===== config.mk =====
export PLATFORM = sky130hd
export DESIGN_NAME = flash_uart_dump
export DESIGN_NICKNAME = d
export VERILOG_FILES = /design/src/rtl/common_types_pkg.sv /design/src/rtl/flash_uart_dump_char_sel.sv /design/src/rtl/flash_uart_dump.sv
export SDC_FILE = /design/constraint.sdc
export NUM_CORES = 1
export LEC_CHECK = 0
export BUFFER_PORTS_ARGS = -buffer_cell sky130_fd_sc_hd__buf_2
export CORE_AREA = 2 2 147 149
export DETAILED_ROUTE_END_ITERATION = 8
export DIE_AREA = 0 0 149 151
export PLACE_DENSITY = 0.58
export SYNTH_ARGS = -nofsm -noshare
export SYNTH_HDL_FRONTEND = slang
export SYNTH_HIERARCHICAL = 1
export SYNTH_SLANG_ARGS = --single-unit
export TNS_END_PERCENT = 1

===== constraint.sdc =====
create_clock -name clk -period 1.89 [get_ports clk]
set_input_delay 0.378 -clock clk [delete_from_list [all_inputs] [get_ports clk]]
set_output_delay 0.378 -clock clk [all_outputs]
set_load 0.02 [all_outputs]

===== src/rtl/common_types_pkg.sv =====
// Shared types and helpers for the flash/RAM UART dump engine.
//   dump_state_t    : dump engine FSM state encoding
//   ASCII_CR/LF     : line terminator characters for hex-mode output
//   nibble_to_ascii : 4-bit value to uppercase ASCII hex digit
package common_types_pkg;

  typedef enum logic [2:0] {
    IDLE   = 3'd0,
    READ   = 3'd1,
    SEND   = 3'd2,
    NEXT   = 3'd3,
    FINISH = 3'd4
  } dump_state_t;

  localparam logic [7:0] ASCII_CR = 8'h0D;
  localparam logic [7:0] ASCII_LF = 8'h0A;

  function automatic logic [7:0] nibble_to_ascii(input logic [3:0] n);
    if (n < 4'd10) begin
      return 8'h30 + {4'h0, n};
    end
    return 8'h37 + {4'h0, n};
  endfunction

endpackage


===== src/rtl/flash_uart_dump_char_sel.sv =====
// dump_char_sel: combinational character selector for the dump engine.
//   word      : captured memory word
//   char_idx  : index of the character within the word's output sequence
//   hex_mode  : 1 = ASCII hex digits (MS nibble first) then CR LF,
//               0 = raw bytes
//   msb_first : raw mode only; 1 = top byte first, 0 = byte 0 first
//   uart_data : selected character (0 for an out-of-range index)
module dump_char_sel
  import common_types_pkg::*;
#(
  parameter int DATA_W = 32,
  parameter int IDX_W  = 4
) (
  input  logic [DATA_W-1:0] word,
  input  logic [IDX_W-1:0]  char_idx,
  input  logic              hex_mode,
  input  logic              msb_first,
  output logic [7:0]        uart_data
);

  localparam int unsigned NBYTES = DATA_W / 8;
  localparam int unsigned NNIB   = DATA_W / 4;

  logic [7:0] hex_chars [NNIB + 2];
  logic [7:0] raw_chars [NBYTES];

  for (genvar k = 0; k < NNIB; k++) begin : g_hex
    assign hex_chars[k] = nibble_to_ascii(word[DATA_W-1-4*k -: 4]);
  end
  assign hex_chars[NNIB]     = ASCII_CR;
  assign hex_chars[NNIB + 1] = ASCII_LF;

  for (genvar k = 0; k < NBYTES; k++) begin : g_raw
    assign raw_chars[k] = msb_first ? word[DATA_W-1-8*k -: 8] : word[8*k +: 8];
  end

  // Compare-and-select instead of direct indexing so the index width never
  // has to match the table depth.
  always_comb begin
    uart_data = '0;
    if (hex_mode) begin
      for (int unsigned k = 0; k < NNIB + 2; k++) begin
        if (IDX_W'(k) == char_idx) uart_data = hex_chars[k];
      end
    end else begin
      for (int unsigned k = 0; k < NBYTES; k++) begin
        if (IDX_W'(k) == char_idx) uart_data = raw_chars[k];
      end
    end
  end

endmodule


===== src/rtl/flash_uart_dump.sv =====
// flash_uart_dump: reads word_count consecutive words starting at base_addr
// through the controller request port and streams them out over a UART
// transmitter, either as raw bytes or as ASCII hex lines (CR LF per word).
// The mem_* ports map one-to-one onto axi_controller_if read/addr/ready/
// load/done.
//   clk, nrst          : clock, asynchronous active-low reset
//   start, abort       : one-cycle dump request / early stop request
//   base_addr          : first word address (sampled on accepted start)
//   word_count         : number of words (sampled on accepted start)
//   mem_read/mem_addr  : read request and address, held until mem_ready
//   mem_ready/mem_load : read data valid / read data
//   mem_done           : acknowledge, asserted in the mem_ready cycle
//   uart_start/data    : character request / character
//   uart_done          : character complete pulse
//   busy               : dump in progress
//   done/aborted       : completion pulses (normal / abort)
//   words_sent         : words fully emitted in the current or last dump
module flash_uart_dump
  import common_types_pkg::*;
#(
  parameter int ADDR_W      = 32,
  parameter int DATA_W      = 32,
  parameter int COUNT_W     = 16,
  parameter int ADDR_STRIDE = 4,
  parameter int HEX_MODE    = 0,
  parameter int MSB_FIRST   = 0
) (
  input  logic               clk,
  input  logic               nrst,
  input  logic               start,
  input  logic               abort,
  input  logic [ADDR_W-1:0]  base_addr,
  input  logic [COUNT_W-1:0] word_count,
  output logic               mem_read,
  output logic [ADDR_W-1:0]  mem_addr,
  input  logic               mem_ready,
  input  logic [DATA_W-1:0]  mem_load,
  output logic               mem_done,
  output logic               uart_start,
  output logic [7:0]         uart_data,
  input  logic               uart_done,
  output logic               busy,
  output logic               done,
  output logic               aborted,
  output logic [COUNT_W-1:0] words_sent
);

  localparam int NCHARS   = (HEX_MODE != 0) ? (DATA_W / 4 + 2) : (DATA_W / 8);
  localparam int IDX_W    = (NCHARS > 1) ? $clog2(NCHARS) : 1;
  localparam logic [IDX_W-1:0] LAST_IDX = IDX_W'(NCHARS - 1);

  dump_state_t        state_q, state_d;
  logic [ADDR_W-1:0]  addr_q, addr_d;
  logic [COUNT_W-1:0] remain_q, remain_d;
  logic [COUNT_W-1:0] sent_q, sent_d;
  logic [IDX_W-1:0]   idx_q, idx_d;
  logic [DATA_W-1:0]  word_q, word_d;
  logic               abort_q, abort_d;
  logic               abort_hit;
  logic [7:0]         sel_data;

  always_ff @(posedge clk or negedge nrst) begin
    if (!nrst) begin
      state_q  <= IDLE;
      addr_q   <= '0;
      remain_q <= '0;
      sent_q   <= '0;
      idx_q    <= '0;
      word_q   <= '0;
      abort_q  <= 1'b0;
    end else begin
      state_q  <= state_d;
      addr_q   <= addr_d;
      remain_q <= remain_d;
      sent_q   <= sent_d;
      idx_q    <= idx_d;
      word_q   <= word_d;
      abort_q  <= abort_d;
    end
  end

  always_comb begin
    state_d    = state_q;
    addr_d     = addr_q;
    remain_d   = remain_q;
    sent_d     = sent_q;
    idx_d      = idx_q;
    word_d     = word_q;
    abort_d    = abort_q;
    mem_read   = 1'b0;
    mem_done   = 1'b0;
    uart_start = 1'b0;
    done       = 1'b0;
    aborted    = 1'b0;
    // An abort pulse counts immediately in the cycle it arrives, as well as
    // through the latch in later cycles.
    abort_hit  = abort_q | abort;

    if (state_q != IDLE && abort) abort_d = 1'b1;

    unique case (state_q)
      IDLE: begin
        if (start) begin
          addr_d   = base_addr;
          remain_d = word_count;
          sent_d   = '0;
          abort_d  = 1'b0;
          state_d  = (word_count == '0) ? FINISH : READ;
        end
      end
      READ: begin
        mem_read = 1'b1;
        if (mem_ready) begin
          mem_done = 1'b1;
          word_d   = mem_load;
          idx_d    = '0;
          state_d  = abort_hit ? FINISH : SEND;
        end
      end
      SEND: begin
        uart_start = ~uart_done;
        if (uart_done) begin
          // A fully emitted word still goes through NEXT so it is counted;
          // NEXT then honours the abort.
          if (idx_q == LAST_IDX) begin
            state_d = NEXT;
          end else if (abort_hit) begin
            state_d = FINISH;
          end else begin
            idx_d = idx_q + IDX_W'(1);
          end
        end
      end
      NEXT: begin
        sent_d   = sent_q + COUNT_W'(1);
        addr_d   = addr_q + ADDR_W'(ADDR_STRIDE);
        remain_d = remain_q - COUNT_W'(1);
        state_d  = (remain_q == COUNT_W'(1) || abort_hit) ? FINISH : READ;
      end
      FINISH: begin
        if (abort_q) aborted = 1'b1;
        else         done    = 1'b1;
        state_d = IDLE;
      end
      default: state_d = IDLE;
    endcase
  end

  dump_char_sel #(
    .DATA_W (DATA_W),
    .IDX_W  (IDX_W)
  ) u_char_sel (
    .word      (word_q),
    .char_idx  (idx_q),
    .hex_mode  (1'(HEX_MODE != 0)),
    .msb_first (1'(MSB_FIRST != 0)),
    .uart_data (sel_data)
  );

  assign uart_data  = (state_q == SEND) ? sel_data : '0;
  assign mem_addr   = addr_q;
  assign busy       = (state_q != IDLE);
  assign words_sent = sent_q;

endmodule


==> After elaboration in Yosys (flattened, before gate mapping) <==
Index checks and enable logic that the tools add are counted.
{ "totals": {"inputBits": 86, "regBits": 102, "out_inout_bits": 62, "wordCells": 76} }
{ "op_classes": {"addsub": 4, "reduce_logical": 12, "eq_ne": 15, "muxes": 36, "n_bitwise": 2} }
{ "ops": {"columns": ["op", "count"], "rows": [
  ["$pmux W16 S2", 2],
  ["$pmux W32 S2", 1],
  ["$mux W8", 5],
  ["$add A32 B3 Y32 const B", 1],
  ["$mux W16", 2],
  ["$mux W32", 1],
  ["$mux W3", 8],
  ["$add A16 B1 Y16 const B", 1],
  ["$eq A16 B1 Y1 const B", 1],
  ["$logic_not A16 Y1", 1],
  ["$sub A16 B1 Y16 const B", 1],
  ["$pmux W3 S4", 1],
  ["$mux W1", 11],
  ["$ne A2 B2 Y1 const B", 5],
  ["$mux W2", 4],
  ["$eq A3 B2 Y1 const B", 2],
  ["$reduce_and A5 Y1", 1],
  ["$eq A2 B2 Y1 const A", 2],
  ["$pmux W2 S2", 1],
  ["$reduce_and A2 Y1", 2],
  ["$reduce_and A4 Y1", 1],
  ["$reduce_bool A2 Y1", 2],
  ["$eq A3 B1 Y1 const B", 1],
  ["$eq A3 B3 Y1 const B", 1],
  ["other kinds (11)", 11]
]} }

==> Longest topological paths before layout <==
Gate-level depths: netlist of run 1.
{ "logic_depth": {"word_depth": 6, "mapped_depth": 8, "mapped_depth_nobuf": 7} }

==> Hierarchy <==
The synthesis of run 1 kept the hierarchy.
{ "by_module_without_submodules": {"columns": ["mod", "cells_per_inst", "seq_area_each_um2", "instances", "area_each_um2"], "rows": [
  ["flash_uart_dump", 541, 2552.4, 1, 5303.8],
  ["dump_char_sel", 106, 0.0, 1, 832.0]
]} }

==> Worst setup path after synthesis of run 1 <==
Ideal clock, no wire load.
{ "synth_path": {"path_type": "register to register", "start": "register addr_q[2] (netlist: mem_addr[2])", "end": "register addr_q[28] (netlist: mem_addr[28])", "path_buffers": 0, "t_required_ps": 1796, "stages_incl_launch_ff": 7, "setup_slack_ps": -24, "arrival_ps": 1820, "setup_ps": 94, "period_less_slack_ps": 1914, "path_cell_list": "dfrtp_1 ha_1 nand3_1 or3_2 nor2_4 nand3_2 a221oi_2"} }
{ "synth_via": {"elab_chain_len": 2} }
{ "synth_rtl": {"columns": ["item", "line_no", "rtl"], "rows": [
  ["from (decl)", "flash_uart_dump.sv:53", "logic [ADDR_W-1:0] addr_q, addr_d;"],
  ["from (signal assigned)", "flash_uart_dump.sv:73", "addr_q <= addr_d;"],
  ["$add A32 B3 Y32", "flash_uart_dump.sv:136", "addr_d = addr_q + ADDR_W'(ADDR_STRIDE);"],
  ["$pmux W32 S2", "flash_uart_dump.sv:101", "unique case (state_q)"]
]} }
No other way between the ends.
A chain may end at the register's enable or synchronous reset.

==> Worst setup path after layout of run 1 <==
{ "layout_path": {"start": "register idx_q[0]", "end": "output port uart_data[4]"} }
{ "layout_via": {"elab_chain_len": 6, "word_cells_on_any_way": 9, "classes_between": "eq/ne: 3; mux: 5; reduce/logical: 1"} }
{ "layout_rtl": {"columns": ["item", "line_no", "rtl"], "rows": [
  ["from (decl)", "flash_uart_dump.sv:56", "logic [IDX_W-1:0] idx_q, idx_d;"],
  ["from (signal assigned)", "flash_uart_dump.sv:76", "idx_q <= idx_d;"],
  ["$logic_not A2 Y1", null, null],
  ["$mux W8 (3 in series)", "flash_uart_dump_char_sel.sv:47", "if (IDX_W'(k) == char_idx) uart_data = raw_chars[k];"],
  ["$mux W8 (*)", "flash_uart_dump_char_sel.sv:47", null],
  ["net sel_data[4]", "flash_uart_dump.sv:60", "logic [7:0] sel_data;"],
  ["$mux W8 (*)", "flash_uart_dump.sv:160", "assign uart_data = (state_q == SEND) ? sel_data : '0;"],
  ["to (decl)", "flash_uart_dump.sv:40", "output logic [7:0] uart_data,"]
]} }
Mark *: on every way through the listed nets, which the timed path passes. The rest lies on a longest branch.

==> flow_metrics.env, run 1 <==
export IMPL_hold_start="base_addr[1]"
export IMPL_drv_slew=0
export IMPL_async_flop_share_pct=100
export IMPL_final_cell_mix="buf_2, dfrtp_1, nand2_1"
export IMPL_p_leak_uw=0.00370
export IMPL_gp_congestion=0.840
export IMPL_hold_viol=0
export IMPL_grt_pass1_vias=5844
export IMPL_crit_required_ns=1.51
export IMPL_ir_worst_vdd_mv=0.565
export IMPL_wl_per_cell_um=16.6
export IMPL_reg2reg_from="state_q[2]"
export IMPL_critPathBufInv=2
export IMPL_drc=0
export IMPL_p_sw_share_pct=42.5
export IMPL_grt_pass1_wl_um=30700
export IMPL_finClkSkew_ns=0.0124
export IMPL_switchingPower_uw=5330
export IMPL_slowest_delay_ns=0.45
export IMPL_antenna_cells=0
export IMPL_dp_cells=1120
export IMPL_multiInputGateArea_um2=3500
export IMPL_slew_limit_headroom_pct=63.7
export IMPL_final_nets=955
export IMPL_dp_hpwl_um=14100
export IMPL_cts_tree="done"
export IMPL_crit_start="idx_q[0]"
export IMPL_dp_slack_ns=-0.166
export IMPL_wl_met1_um=8540
export IMPL_clkSlewWorstSetupHoldPaths_ns=0.08
export IMPL_ios=148
export IMPL_p_seq_share_pct=32.3
export IMPL_antenna_found_initial=2
export IMPL_path_class="reg -> out"
export IMPL_p_int_uw=7210
export IMPL_final_core_util_pct=40.0
export IMPL_min_path_type="in -> reg"
export IMPL_ff_latch_area_um2=2560
export IMPL_wirelength_um=19000
export IMPL_crit_family="flip-flops"
export IMPL_cts_root_buf="clkbuf_16"
export IMPL_layout_setup_ws_ns=-0.402
export IMPL_synth_yosys_warnings=6
export IMPL_synth_cells=647
export IMPL_violations="negative setup slack"
export IMPL_postRouteAntennaNets=0
export IMPL_met2WireLength_um=8700
export IMPL_worst_setup_path_start_kind="register"
export IMPL_start_util_pct=29.5
export IMPL_fin_area_um2=8330
export IMPL_ys_types=86
export IMPL_worst_setup_path_end_kind="output pin"
export IMPL_top_layer="met4"
export IMPL_final_common_cell="buf_2"
export IMPL_fin_crit_ns=2.29
export IMPL_cap_violations=0
export IMPL_yosysSeqAreaShare_pct=41.6
export IMPL_synth_edff_count=0
export IMPL_p_per_area_nw_per_um2=1500
export IMPL_status="complete, but fails checks"
export IMPL_setup_viol=11
export IMPL_instances_no_fill=1142
export IMPL_synth_ff_type="dfrtp_1"
export IMPL_die_x_um=149
export IMPL_drt_pass1_iterations=5
export IMPL_post_dp_cell_area_um2=7740
export IMPL_numPortBuffers=147
export IMPL_met3RoutedLength_um=1590
export IMPL_crit_chain="buf_6, mux4_2, a22o_1, a31o_1, and2_1, buf_2"
export IMPL_num_vias=5934
export IMPL_cp_max_fo=6
export IMPL_rsz0062_at_grt="true"
export IMPL_tightest_slew_ns=0.544
export IMPL_track_usage_pct=17.1
export IMPL_finalPower_uw=12500
export IMPL_dieHeight_um=151
export IMPL_core_region_area_um2=20800
export IMPL_slowest_stage="dfrtp_2"
export IMPL_synth_ff_latch_count=102
export IMPL_area_growth_syn_to_layout_pct=35.8
export IMPL_cp_arrival_ns=1.91
export IMPL_timing_final_crit_share_pct=121
export IMPL_clk_path_buf_depth=2
export IMPL_rows=53
export IMPL_syn_cell_area_um2=6140
export IMPL_drive_above_1_share_pct=40.6
export IMPL_clockPowerShare_pct=15.5
export IMPL_fmax_mhz=436
export IMPL_viasPerCell=5.20
export IMPL_die_area_um2=22500
export IMPL_cts_max_level=3
export IMPL_cts_sinks=102
export IMPL_grt_max_degree=43
export IMPL_combPwrFrac_pct=52.2
export IMPL_drt_first_iter_violations=342
export IMPL_overflow=0
export IMPL_clock_latency_ns=0.36
export IMPL_synth_avg_cell_area_um2=9.48
export IMPL_cts_buffers=9
export IMPL_n_fill_cell=2106
## per-layer routing
layer  vias to the layer above  GRT usage, %
li1                       2851             -
met2                       211          27.1
met4                         0          3.00
met3                        12          4.94
met1                      2860          23.4
met5                         -             0
## worst paths after layout
path	to	slack (ns)	cells after the start
worst max register to register	idx_q[0]	0.05	6
worst min register to register	mem_addr[0]	0.48	2
max in group asynchronous	mem_addr[26]	0.77	3
worst max-delay path	uart_data[4]	-0.40	6
min in group asynchronous	word_q[6]	0.53	2
worst min-delay path	mem_addr[1]	0.20	3
## area by class of cell
| class | instances | share of cell area (%) |
|---|---|---|
| multi-input cells | 496 | 42.0 |
| flip-flops and latches | 102 | 30.7 |
| repair buffers | 237 | 18.8 |
| well taps | 275 | 4.13 |
| clock buffers | 10 | 2.87 |
| clock inverters | 6 | 0.781 |
| inverters | 16 | 0.721 |
## synthesized netlist by cell type, types with 5 or more instances
master    instances  area [um^2]
mux2_2           35          394
o21ai_0          42          210
nor4_1            9         56.3
o211ai_1         14          105
clkbuf_1         10         37.5
a21oi_1          33          165
inv_1            16         60.1
nand3_1          28          140
mux2i_1           8         80.1
o311ai_0          7         61.3
and2_1            9         56.3
nand2_1          82          308
or3_1             7         43.8
nand4_1          17          106
mux4_2            7          158
and3_1           10         62.6
ha_1              7         87.6
a31oi_1           7         43.8
o31ai_1           7         52.6
dfrtp_1         102         2550
nand2b_1          8         50.1
nor2_1           45          169
buf_2            19         95.1
o22ai_1           5         31.3
nor3_1           12         60.1
a22oi_1           5         37.5
## repair_timing
item | in CTS | in global routing
setup endpoints to repair | 30 | 40
gates resized for setup | 23 | 40
hold endpoints to repair | 8 | 0
pin swaps | 5 | 18
buffers inserted | 3 | 2
hold buffers | 1 | 0
## state kept, by name (all words and copies together), names as in the netlist
register and cells:
abort_q 1, remain_q 16, word_q 32, idx_q 2, mem_addr 32, words_sent 16, state_q 3
## power groups by stage
| stage | Clock [uW] | Sequential [uW] | Combinational [uW] |
|---|---|---|---|
| CTS | 1980 | 4020 | 6400 |
| detailed placement | 0 | 4040 | 6220 |
| global placement | 0 | 4030 | 6140 |
| finish | 1940 | 4050 | 6550 |
| floorplan | 0 | 4360 | 3460 |
| global route | 2070 | 4200 | 7190 |
## worst min-delay path: stages
cell and delay [ns]:
buf_2 0.07, nand2_1 0.04, nand2_1 0.04
## cells by family (layout without fill, tap and decap cells)
| kind of cell | Yosys count | in the layout | synth area share (%) |
|---|---|---|---|
| buf+inv | 56 | 269 | 4.53 |
| fa+ha+maj | 7 | 7 | 1.43 |
| compound gates | 166 | 166 | 18.2 |
| flops | 102 | 102 | 41.6 |
| mux | 53 | 53 | 11.6 |
| other cells | 1 | 8 | 0.0611 |
| xor+xnor | 3 | 3 | 0.428 |
| simple gates | 259 | 259 | 22.2 |
## stage by stage
stage	hold WS, ns	TNS [ns]
final	0.200	-3.18
after global routing	0.214	-4.27
after CTS	0.188	-3.39
after detailed placement	0.388	-1.19
after global placement	0.385	-0.546
after floorplan	0.0824	0
Power figures use the tool's default switching activity.
==> run 2: changes to the inputs <==
- CORE_AREA: 2 2 147 149 -> 2 2 139 141
- DIE_AREA: 0 0 149 151 -> 0 0 141 143
- PLACE_DENSITY: 0.58 -> 0.59
- SYNTH_HIERARCHICAL: 1 -> not set
==> run 2 against run 1 <==
Compared with the run above: the flow still finishes with violations (negative setup slack); combinational power shrank 17%; clock-buffer cell count increased by 2; routed wire length shrank 10%; via count decreased by 10%; first-iteration DRC count grew 1.5%; global-route usage increased by 0.069 points; utilization up 0.20 points; maximum frequency rose by 0.19%; cell area is 10% lower; synthesized area shrank 10%; clock skew fell by 0.0058 ns; sequential cell count unchanged; critical path type unchanged; largest cell class unchanged; highest routed layer unchanged.
==> flow_metrics.env, run 2 <==
export IMPL_ys_top_cells_by_area="dfrtp_1, nand2_1, nor2_1"
export IMPL_tightest_slew_ns=0.458
export IMPL_rsz0062_at_grt="true"
export IMPL_slew_limit_headroom_pct=69.4
export IMPL_dp_hpwl_um=12600
export IMPL_clkSlewWorstSetupHoldPaths_ns=0.07
export IMPL_ff2ff_path_depth=6
export IMPL_die_area_um2=20200
export IMPL_crit_required_ns=1.51
export IMPL_instances_no_fill=1063
export IMPL_die_x_um=141
export IMPL_synth_yosys_warnings=0
export IMPL_ir_worst_vdd_mv=0.512
export IMPL_post_dp_cell_area_um2=6980
export IMPL_path_class="reg -> out"
export IMPL_cap_violations=0
export IMPL_antenna_found_initial=0
export IMPL_gp_congestion=0.845
export IMPL_drt_first_iter_violations=347
export IMPL_n_fill_cell=1877
export IMPL_cp_depth=8
export IMPL_syn_num_nets=726
export IMPL_slowest_stage="dfrtp_1"
export IMPL_synth_top_area_share_pct=46.2
export IMPL_cp_max_fo=7
export IMPL_ys_types=64
export IMPL_min_path_type="in -> reg"
export IMPL_wirelength_um=17100
export IMPL_synth_ff_latch_count=102
export IMPL_grt_pass1_vias=5114
export IMPL_crit_family="simple AND/OR/NAND/NOR gates"
export IMPL_whs_ns=0.209
export IMPL_hold_viol=0
export IMPL_overflow=0
export IMPL_synth_cells=632
export IMPL_synth_ff_type="dfrtp_1"
export IMPL_yosysSeqAreaShare_pct=46.2
export IMPL_core_region_area_um2=18600
export IMPL_antenna_cells=0
export IMPL_viasPerCell=5.02
export IMPL_violations="negative setup slack"
export IMPL_cts_max_level=3
export IMPL_setup_viol=9
export IMPL_fin_area_um2=7470
export IMPL_worstHoldPathCells=3
export IMPL_wl_per_cell_um=16.1
export IMPL_tns_ns=-3.25
export IMPL_synth_most_common_cell="nand2_1"
export IMPL_syn_cell_area_um2=5520
export IMPL_grt_max_degree=57
export IMPL_synth_avg_cell_area_um2=8.74
export IMPL_fin_crit_ns=2.29
export IMPL_cts_buffers=9
export IMPL_start_util_pct=29.7
export IMPL_layout_setup_ws_ns=-0.398
export IMPL_area_growth_syn_to_layout_pct=35.3
export IMPL_status="complete, but fails checks"
export IMPL_synth_top_cell_by_area="dfrtp_1"
export IMPL_clock_latency_ns=0.36
export IMPL_slowest_delay_ns=0.41
export IMPL_grt_pass1_wl_um=27200
export IMPL_drive_above_1_share_pct=33.8
export IMPL_finalPower_uw=11400
export IMPL_track_usage_pct=17.1
export IMPL_worst_setup_path_start_kind="register"
export IMPL_ios=148
export IMPL_dp_cells=1045
export IMPL_final_common_cell="nand2_1"
export IMPL_timing_final_crit_share_pct=121
export IMPL_fmax_mhz=437
export IMPL_worst_setup_path_end_kind="output pin"
export IMPL_async_flop_share_pct=100
export IMPL_p_per_area_nw_per_um2=1520
export IMPL_cp_arrival_ns=1.91
export IMPL_num_vias=5341
export IMPL_p_leak_uw=0.00355
export IMPL_numPortBuffers=147
export IMPL_drt_pass1_iterations=5
export IMPL_final_cell_mix="nand2_1, buf_2, dfrtp_1"
export IMPL_critPathBufInv=2
export IMPL_final_nets=918
export IMPL_dieHeight_um=143
export IMPL_finClkSkew_ns=0.00661
export IMPL_drv_slew=0
export IMPL_synth_commonest_cells="nand2_1, dfrtp_1, nor2_1, o21ai_0, nand3_1"
export IMPL_drc=0
export IMPL_crit_chain="inv_2, ha_2, nor2b_4, a221oi_2, nor3_1, a21oi_1, nor2_2, buf_2"
export IMPL_rows=50
export IMPL_postRouteAntennaNets=0
export IMPL_clk_path_buf_depth=2
export IMPL_cts_tree="done"
export IMPL_cts_root_buf="clkbuf_16"
export IMPL_synth_edff_count=0
export IMPL_cts_sinks=102
-- run 2: changes by cell type after synthesis, moves of 9 or more --
cell and delta:
a21oi_1 -10, buf_2 -14, clkbuf_1 +9, mux2_2 -35, nand2_1 +82, nand4_1 -11, nor3_1 +10, o21ai_0 -9
-- run 2: where the power goes --
group	internal (uW)	switching, uW	total, uW
Combinational	2360	3110	5460
Sequential	3080	803	3890
Clock	1140	867	2010
-- run 2: layer usage --
metal	wire length (um)	track usage, %
met5	0	0
met4	310	5.05
met3	1080	3.99
met2	7880	27.3
met1	7810	23.3
-- run 2: path summary, 6_finish.rpt --
path / to / slack, ns / start
max: uart_data[0] / -0.40 / idx_q[0]
min: word_q[26] / 0.21 / mem_load[26]
max reg2reg: state_q[0] / 0.06 / remain_q[8]
min reg2reg: words_sent[15] / 0.48 / words_sent[15]
max in group asynchronous: word_q[11] / 0.79 / nrst
min in group asynchronous: mem_addr[29] / 0.47 / nrst
-- run 2: cell families after synthesis --
family | after synthesis | share of synthesized area [%]
XOR/XNOR | 1 | 0.159
adder cells (fa/ha/maj) | 8 | 1.81
multiplexers | 11 | 1.99
buffers and inverters | 47 | 4.24
flip-flops | 102 | 46.2
AO/OA/AOI/OAI | 129 | 16.1
AND/OR/NAND/NOR | 334 | 29.5
-- run 2: what timing repair did --
item                                    4_1_cts  5_1_grt
setup buffers                                 0        1
endpoints found under the setup margin       19       49
hold buffers                                  1        0
endpoints found under the hold margin        21        0
resized for setup                            14       28
pin swaps                                     1        6
-- run 2: cell type report --
type	count	area [um^2]	area share, %
Clock buffer	12	267	3.57
Clock inverter	4	53.8	0.720
Inverter	11	41.3	0.553
Multi-Input combinational cell	483	2880	38.6
Sequential cell	102	2560	34.2
Tap cell	234	293	3.92
Timing Repair Buffer	217	1380	18.4
-- run 2: metrics by stage --
stage	setup slack, ns	utilization (%)
finish	-0.398	40.2
CTS	-0.398	39.6
global placement	-0.132	37.6
global route	-0.514	40.2
detailed placement	-0.151	37.6
floorplan	-0.0583	-
-- run 2: tightest hold or removal path, cell delays in order --
cell,delay [ns]
buf_2,0.07
nand2_1,0.04
nand2_1,0.04
==> run 3: changes to the inputs <==
- CELL_PAD_IN_SITES_DETAIL_PLACEMENT: not set -> 1
- CELL_PAD_IN_SITES_GLOBAL_PLACEMENT: not set -> 1
- CORE_AREA: 2 2 139 141 -> 2 2 129 131
- CTS_CLUSTER_SIZE: not set -> 12
- DIE_AREA: 0 0 141 143 -> 0 0 131 133
- PLACE_DENSITY: 0.59 -> 0.82
==> run 3 against run 2 <==
Compared with the run above: the flow still finishes with violations (negative setup slack); non-clock buffer count is 8 lower; combinational power is essentially flat; sequential power rose by 2%; global-route usage is 4.5 points higher; cell area is 0.42% lower; critical path depth increased by 1; worst setup slack worse by 0.053 ns; power up 2.4%; largest cell class unchanged.
==> flow_metrics.env, run 3 (synthesized netlist as in run 2, its figures left out) <==
export IMPL_status="complete, but fails checks"
export IMPL_violations="negative setup slack"
export IMPL_worst_setup_path_end_kind="output pin"
export IMPL_worst_setup_path_start_kind="register"
export IMPL_final_nets=910
export IMPL_final_common_cell="nand2_1"
export IMPL_die_area_um2=17400
export IMPL_drt_pass1_iterations=4
export IMPL_wl_per_cell_um=17.8
export IMPL_fin_area_um2=7440
export IMPL_ff_latch_area_um2=2560
export IMPL_wirelength_um=18600
export IMPL_antenna_cells=0
export IMPL_overflow=0
export IMPL_final_core_util_pct=46.0
export IMPL_final_cell_mix="nand2_1, buf_2, dfrtp_1"
export IMPL_rows=47
export IMPL_cp_max_fo=7
export IMPL_drt_first_iter_violations=273
export IMPL_area_growth_syn_to_layout_pct=34.7
export IMPL_gp_congestion=0.866
export IMPL_finalPower_uw=11600
export IMPL_layout_setup_ws_ns=-0.451
export IMPL_drv_slew=0
export IMPL_n_fill_cell=1972
export IMPL_p_per_area_nw_per_um2=1560
export IMPL_slew_limit_headroom_pct=60.6
export IMPL_multiInputGateArea_um2=2940
export IMPL_num_vias=5602
export IMPL_setup_viol=10
export IMPL_cts_tree="done"
export IMPL_clk_path_buf_depth=2
export IMPL_clkSlewWorstSetupHoldPaths_ns=0.07
export IMPL_grt_max_degree=103
export IMPL_dp_hpwl_um=13400
export IMPL_start_util_pct=34.2
export IMPL_p_leak_uw=0.00351
export IMPL_viasPerCell=5.38
export IMPL_drc=0
export IMPL_min_path_type="in -> async"
export IMPL_ios=148
export IMPL_clock_latency_ns=0.36
export IMPL_slowest_stage="dfrtp_1"
export IMPL_cts_root_buf="clkbuf_16"
export IMPL_crit_chain="inv_2, ha_4, nor2b_4, buf_6, a221oi_2, nor3_1, a21oi_1, nor2_2, buf_6"
export IMPL_tightest_slew_ns=0.590
export IMPL_ir_worst_vdd_mv=0.665
export IMPL_cts_sinks=102
export IMPL_whs_ns=0.0635
export IMPL_die_x_um=131
export IMPL_drive_above_1_share_pct=34.1
export IMPL_cp_arrival_ns=1.96
export IMPL_fmax_mhz=427
export IMPL_timing_final_crit_share_pct=124
export IMPL_path_class="reg -> out"
export IMPL_slowest_delay_ns=0.42
export IMPL_numPortBuffers=147
export IMPL_core_region_area_um2=16200
export IMPL_cap_violations=0
export IMPL_cts_max_level=3
export IMPL_critPathBufInv=3
export IMPL_hold_viol=0
export IMPL_dieHeight_um=133
export IMPL_grt_pass1_wl_um=29700
export IMPL_crit_family="simple AND/OR/NAND/NOR gates"
export IMPL_dp_slack_ns=-0.204
export IMPL_rsz0062_at_grt="true"
export IMPL_postRouteAntennaNets=0
export IMPL_track_usage_pct=21.7
export IMPL_finClkSkew_ns=0.00981
export IMPL_fin_crit_ns=2.34
export IMPL_grt_pass1_vias=5762
export IMPL_crit_required_ns=1.51
export IMPL_cts_buffers=9
export IMPL_post_dp_cell_area_um2=6840
export IMPL_cpMostUsedCell="buf_6"
export IMPL_antenna_found_initial=0
## run 3: cell count changes in the layout (fill, tap and decap cells not counted), sizes merged
cell,change
buf,-7
dlygate4sd3,-1
bufinv,+2
clkinvlp,-2
inv,+2
clkbuf,-2
## run 3: area by class of cell
| class | instances | share of cell area [%] |
|---|---|---|
| inverters | 11 | 0.555 |
| clock buffers | 10 | 3.08 |
| repair buffers | 209 | 17.3 |
| multi-input cells | 483 | 39.5 |
| clock inverters | 6 | 1.56 |
| well taps | 220 | 3.70 |
| flip-flops and latches | 102 | 34.4 |
## run 3: path summary, 6_finish.rpt
path | slack (ns) | to | depth (start not counted) | from
max reg2reg | 0.02 | state_q[0] | 8 | idx_q[1]
max | -0.45 | uart_data[4] | 9 | idx_q[1]
max in group asynchronous | 1.32 | idx_q[0] | 2 | nrst
min reg2reg | 0.48 | words_sent[15] | 1 | words_sent[15]
min | 0.06 | words_sent[14] | 2 | nrst
min in group clk | 0.21 | word_q[11] | 3 | mem_load[11]
## run 3: metrics by stage
step | setup TNS [ns] | std cells
after floorplan | -0.763 | 632
after global placement | -0.872 | 1020
after detailed placement | -1.42 | 1020
after CTS | -3.41 | 1036
after global routing | -4.67 | 1041
final | -3.56 | 1041
## run 3: layer usage
metal | wire length (um) | track usage [%] | up-vias
li1 | - | - | 2644
met1 | 7890 | 27.8 | 2765
met2 | 9130 | 35.7 | 162
met3 | 1050 | 3.84 | 31
met4 | 485 | 9.10 | 0
met5 | 0 | 0 | -
## run 3: what timing repair did
action	in CTS	in global routing
pin swaps	1	10
setup buffers	0	5
hold buffers	0	0
setup endpoints to repair	27	36
hold endpoints to repair	0	0
resized for setup	21	37
gates cloned	0	0
## run 3: power by group
| part | internal, uW | switching [uW] | leakage (uW) | total (uW) |
|---|---|---|---|---|
| combinational | 2290 | 3180 | 0.00208 | 5470 |
| clock | 1310 | 874 | 0.000168 | 2180 |
| sequential | 3080 | 899 | 0.00127 | 3980 |
| total | 6680 | 4950 | 0.00351 | 11600 |
